--- config.mk ---
export PLATFORM = sky130hd
export DESIGN_NAME = dac_cfg_loader
export DESIGN_NICKNAME = d
export VERILOG_FILES = /design/src/rtl/dac_cfg_loader.sv
export SDC_FILE = /design/constraint.sdc
export NUM_CORES = 1
export LEC_CHECK = 0
export BUFFER_PORTS_ARGS = -buffer_cell sky130_fd_sc_hd__buf_4
export CAP_MARGIN = 20
export CORE_ASPECT_RATIO = 0.9
export CORE_MARGIN = 2
export CORE_UTILIZATION = 60
export DETAILED_ROUTE_END_ITERATION = 8
export GPL_TIMING_DRIVEN = 1
export HOLD_SLACK_MARGIN = 0.08
export PLACE_DENSITY = 0.81
export SETUP_SLACK_MARGIN = 0.5
export SYNTH_ARGS = -nofsm -noshare
export SYNTH_HDL_FRONTEND = slang
export SYNTH_SLANG_ARGS = --single-unit
--- constraint.sdc ---
create_clock -name clk -period 3.04 [get_ports clk]
set_input_delay 0.152 -clock clk [delete_from_list [all_inputs] [get_ports clk]]
set_output_delay 0.152 -clock clk [all_outputs]
set_load 0.03 [all_outputs]
--- src/rtl/dac_cfg_loader.sv ---
// dac_cfg_loader
//   Serial configuration controller for the DAC reference ladder. It receives
//   12-bit frames, MSB first, on sdi while sen is high. Each frame is
//   {addr[3:0], data[7:0]}. The frame writes a shadow register, commits all
//   shadows to the DAC-facing outputs, or clears the error flag.
//   Frame acceptance requires sen to be seen low in IDLE between frames
//   (armed), so a held-high sen cannot chain frames.
//
// Ports
//   clk          rising-edge clock
//   rst_n        asynchronous active-low reset
//   sdi          serial data, sampled on clk rise while sen=1
//   sen          frame enable, high for the whole frame
//   vref_o       active 4-bit reference code
//   vr_o/vm_o/vrc_o  active low/mid/high 3-bit range codes
//   upd_o        one-cycle pulse when the active outputs are updated by commit
//   busy_o       high in SHIFT, DECODE and SETTLE
//   err_o        sticky error flag (aborted frame or illegal address)
//   frame_cnt_o  count of accepted frames, wraps 255->0
module dac_cfg_loader #(
  parameter int SETTLE_CYC = 4
) (
  input  logic       clk,
  input  logic       rst_n,
  input  logic       sdi,
  input  logic       sen,
  output logic [3:0] vref_o,
  output logic [2:0] vr_o,
  output logic [2:0] vm_o,
  output logic [2:0] vrc_o,
  output logic       upd_o,
  output logic       busy_o,
  output logic       err_o,
  output logic [7:0] frame_cnt_o
);

  typedef enum logic [1:0] {S_IDLE, S_SHIFT, S_DECODE, S_SETTLE} state_t;

  localparam bit         HAS_SETTLE  = (SETTLE_CYC > 0);
  // The DECODE cycle moves into SETTLE with this load. SETTLE then exits when
  // the counter reaches zero, so SETTLE lasts exactly SETTLE_CYC cycles.
  localparam logic [7:0] SETTLE_LOAD = HAS_SETTLE ? 8'(SETTLE_CYC - 1) : 8'd0;

  localparam logic [3:0] A_VREF   = 4'h0;
  localparam logic [3:0] A_VR     = 4'h1;
  localparam logic [3:0] A_VM     = 4'h2;
  localparam logic [3:0] A_VRC    = 4'h3;
  localparam logic [3:0] A_COMMIT = 4'h4;
  localparam logic [3:0] A_CLRERR = 4'hF;

  state_t      state, state_nxt;
  logic        armed;
  logic [3:0]  bit_cnt;
  logic [7:0]  settle_cnt;
  logic [11:0] shreg;

  logic [3:0]  sh_vref;
  logic [2:0]  sh_vr, sh_vm, sh_vrc;

  logic        shift_en;
  logic        abort;
  logic        decode;
  logic [3:0]  addr;
  logic [7:0]  data;
  logic        is_commit;
  logic        is_legal;

  assign addr      = shreg[11:8];
  assign data      = shreg[7:0];
  assign is_commit = (addr == A_COMMIT);
  assign is_legal  = (addr <= A_COMMIT) || (addr == A_CLRERR);
  assign busy_o    = (state != S_IDLE);

  always_comb begin
    state_nxt = state;
    shift_en  = 1'b0;
    abort     = 1'b0;
    decode    = 1'b0;
    case (state)
      S_IDLE: begin
        if (sen && armed) begin
          shift_en  = 1'b1;
          state_nxt = S_SHIFT;
        end
      end
      S_SHIFT: begin
        if (!sen) begin
          abort     = 1'b1;
          state_nxt = S_IDLE;
        end else begin
          shift_en = 1'b1;
          if (bit_cnt == 4'd11) state_nxt = S_DECODE;
        end
      end
      S_DECODE: begin
        decode    = 1'b1;
        state_nxt = (is_commit && HAS_SETTLE) ? S_SETTLE : S_IDLE;
      end
      S_SETTLE: begin
        if (settle_cnt == 8'd0) state_nxt = S_IDLE;
      end
      default: state_nxt = S_IDLE;
    endcase
  end

  // Frame assembly: the partial contents need no reset because they are only
  // consumed in DECODE, which is reachable only after 12 fresh samples.
  always_ff @(posedge clk) begin
    if (shift_en) shreg <= {shreg[10:0], sdi};
  end

  // Control, shadows and DAC-facing outputs
  always_ff @(posedge clk or negedge rst_n) begin
    if (!rst_n) begin
      state       <= S_IDLE;
      armed       <= 1'b1;
      bit_cnt     <= 4'd0;
      settle_cnt  <= 8'd0;
      sh_vref     <= 4'd0;
      sh_vr       <= 3'd0;
      sh_vm       <= 3'd0;
      sh_vrc      <= 3'd0;
      vref_o      <= 4'd0;
      vr_o        <= 3'd0;
      vm_o        <= 3'd0;
      vrc_o       <= 3'd0;
      upd_o       <= 1'b0;
      err_o       <= 1'b0;
      frame_cnt_o <= 8'd0;
    end else begin
      state <= state_nxt;
      upd_o <= 1'b0;

      if (state == S_IDLE && !sen) armed <= 1'b1;

      if (shift_en) bit_cnt <= (state == S_IDLE) ? 4'd1 : bit_cnt + 4'd1;

      if (abort) begin
        err_o <= 1'b1;
        armed <= 1'b1;
      end

      if (state == S_SETTLE && settle_cnt != 8'd0) settle_cnt <= settle_cnt - 8'd1;

      if (decode) begin
        armed      <= 1'b0;
        settle_cnt <= SETTLE_LOAD;
        if (is_legal) frame_cnt_o <= frame_cnt_o + 8'd1;
        else          err_o       <= 1'b1;
        case (addr)
          A_VREF:   sh_vref <= data[3:0];
          A_VR:     sh_vr   <= data[2:0];
          A_VM:     sh_vm   <= data[2:0];
          A_VRC:    sh_vrc  <= data[2:0];
          A_COMMIT: begin
            vref_o <= sh_vref;
            vr_o   <= sh_vr;
            vm_o   <= sh_vm;
            vrc_o  <= sh_vrc;
            upd_o  <= 1'b1;
          end
          A_CLRERR: err_o <= 1'b0;
          default:  ;
        endcase
      end
    end
  end

endmodule

==> impl_metrics.json <==
{
  "status": "finished, final reports clean",
  "vdd_drop_max_uv": 592,
  "path_class": "reg -> reg",
  "antenna_cells": 0,
  "syn-cell-area_um2": 2650,
  "globalRouteTotalUtil_pct": 23.2,
  "ctsRootBufferMaster": "clkbuf_8",
  "holdWs_ps": 130,
  "min_period_ps": 2110,
  "ys_warn_count": 0,
  "post_drt_wl_per_cell_um": 16.4,
  "relSlewSlack_pct": 55.3,
  "fin_crit_sh_pct": 69.4,
  "r2r-start": "state[0]$_DFFE_PN0P_",
  "r2r_slack_ps": 930,
  "worstMarginPinSlew_ps": 670,
  "dieArea_um2": 4970,
  "nets": 242,
  "power_density_nw_per_um2": 919,
  "htree_levels": 3,
  "p_leak_nw": 1.49,
  "drive_above_1_share_pct": 31.4,
  "ys_ff_latch": 63,
  "synth-edff-count": 12,
  "die_w_um": 74.1,
  "grt_max_degree": 52,
  "cts_inserted_buffers": 9,
  "hold_viol_final": 0,
  "switching_share_pct": 31.9,
  "cp-end-kind": "flop",
  "start_kind": "flop",
  "ant_nets": 0,
  "ctsLongestPathBuffers": 2,
  "dp_hpwl_mm": 3.31,
  "clock-sinks": 63,
  "cts_hold_buf": 2,
  "synth_nets": 206,
  "fillers": 261,
  "yosysTopAreaCell": "dfrtp_1",
  "start_util_pct": 63.8,
  "syn_area_per_cell_um2": 13.4,
  "yosysUniqueCellTypes": 41,
  "hold_path_class": "in -> reg",
  "syn_inst": 198,
  "port-buffer-count": 27,
  "startpoint": "state[0]$_DFFE_PN0P_",
  "first_global_vias": 1727,
  "die_h_um": 67.1,
  "cts_tree": "built",
  "path_max_fanout": 16,
  "drtPass1Iterations": 4,
  "grt_pass1_wl_mm": 8.28,
  "drt-initial-drc-count": 129,
  "synth_common_cells": "50 x dfrtp_1, 27 x mux2_2, 12 x edfxtp_1",
  "rsz0062_at_grt": "no",
  "antenna_found_initial": 0,
  "route.detailed.drc": 0,
  "vias_per_cell": 5.73,
  "synth_most_common_cell": "dfrtp_1",
  "arrival_ps": 2340,
  "area_growth_pct": 19.6,
  "p_seq_share_pct": 45.9,
  "io_pins": 28,
  "drt_wl_total_mm": 4.90,
  "core_um2": 4160,
  "setup_viol": 0,
  "cts_resized": 0,
  "fp-row-count": 22,
  "cap_violations": 0,
  "cts_setup_buffers": 0,
  "cp_data_required_time_ps": 3260,
  "layout_setup_ws_ps": 929,
  "setup_tns_ps": 0,
  "grt_overflow": 0,
  "worstSkewPairLatency_ps": 340,
  "pre_cts_slack_ps": 951,
  "gp_congestion": 0.785,
  "pwr-share-clk_pct": 29.8,
  "path_clk_slew_ps": 60,
  "combPwrFrac_pct": 24.3,
  "p_int_w": 0.00199,
  "yosysTopAreaCellShare_pct": 47.2,
  "slew_viol_final": 0,
  "fmax_ghz": 0.474,
  "finalClockSkew_ps": 5.78,
  "worstHoldStart": "sen",
  "vias": 1713,
  "ys.flop_type": "dfrtp_1",
  "async_reset_ff_share_pct": 81.0,
  "p_sw_w": 0.000929,
  "yosys-top-cells-area": "dfrtp_1 47%, edfxtp_1 14%, mux2_2 11%, xnor2_1 3.0%, ha_1 1.9%",
  "yosysSeqAreaShare_pct": 61.7
}
==> sequential cells by signal, indices dropped and copies added, names as in the netlist, 4 cells and up <==
register / flops
frame_cnt_o: 8
settle_cnt: 8
shreg: 12
vref_o: 4
sh_vref: 4
bit_cnt: 4
==> logic make-up after synthesis <==
group                    synth area share [%]
multiplexers                             12.4
AO/OA/AOI/OAI                            7.41
AND/OR/NAND/NOR                          11.7
flip-flops                               61.7
buffers and inverters                    1.60
adder cells (fa/ha/maj)                  1.89
XOR/XNOR                                 3.30
==> path summary, 6_finish.rpt <==
check                                       endpoint  cells past startpoint
min reg2reg                       shreg[8]$_DFFE_PP_                      0
min                                armed$_DFFE_PN1P_                      3
max in group asynchronous  settle_cnt[6]$_DFFE_PN0P_                      2
min in group asynchronous     bit_cnt[0]$_DFFE_PN0P_                      2
max                            sh_vrc[1]$_DFFE_PN0P_                      4
max reg2reg                    sh_vrc[1]$_DFFE_PN0P_                      4
==> power groups by stage <==
stage | clock network [W] | logic, W | registers, W
floorplan | 0 | 0.000477 | 0.00133
global placement | 0 | 0.000670 | 0.00132
detailed placement | 0 | 0.000704 | 0.00135
CTS | 0.000882 | 0.000712 | 0.00133
global route | 0.000922 | 0.000780 | 0.00137
finish | 0.000868 | 0.000708 | 0.00134
==> worst max-delay path: stages, from the launching register on <==
cell and delay [ps]:
dfrtp_1 560, nand2b_1 350, nor3_1 430, and3_1 300, mux2_2 350
==> cells in the final DEF, fill, tap and decap left out, types with 5 or more instances in the layout <==
cell / Yosys / final
nor3_1: 6 / 6
nand2b_1: 5 / 5
nor2_1: 7 / 7
a21oi_1: 5 / 5
edfxtp_1: 12 / 12
dfrtp_1: 50 / 50
nand2_1: 10 / 10
o21ai_0: 6 / 6
xnor2_1: 9 / 9
clkbuf_8: 0 / 10
mux2_2: 27 / 27
inv_1: 7 / 7
buf_4: 0 / 27
==> per-layer routing <==
metal / GRT usage, % / wire (µm)
met1: 28.2 / 2100
met3: 8.62 / 264
met4: 10.2 / 114
met5: 0 / 0
met2: 36.9 / 2420
==> metrics by stage <==
stage	cells	instance area [µm²]	power [W]	util, %
after floorplan	198	2650	0.00180	-
after global placement	281	2910	0.00199	70.1
after detailed placement	281	2910	0.00205	70.1
after CTS	299	3170	0.00293	76.3
after global routing	299	3170	0.00308	76.3
final	299	3170	0.00292	76.3
==> cell type report <==
cell class              instances  area [µm²]  area share, %
repair buffers                 29         223           7.02
clock inverters                 4        93.8           2.96
multi-input cells             124         972           30.6
well taps                      60        75.1           2.37
inverters                       7        26.3          0.828
clock buffers                  12         145           4.57
flip-flops and latches         63        1640           51.6
Power figures use the tool's default switching activity.
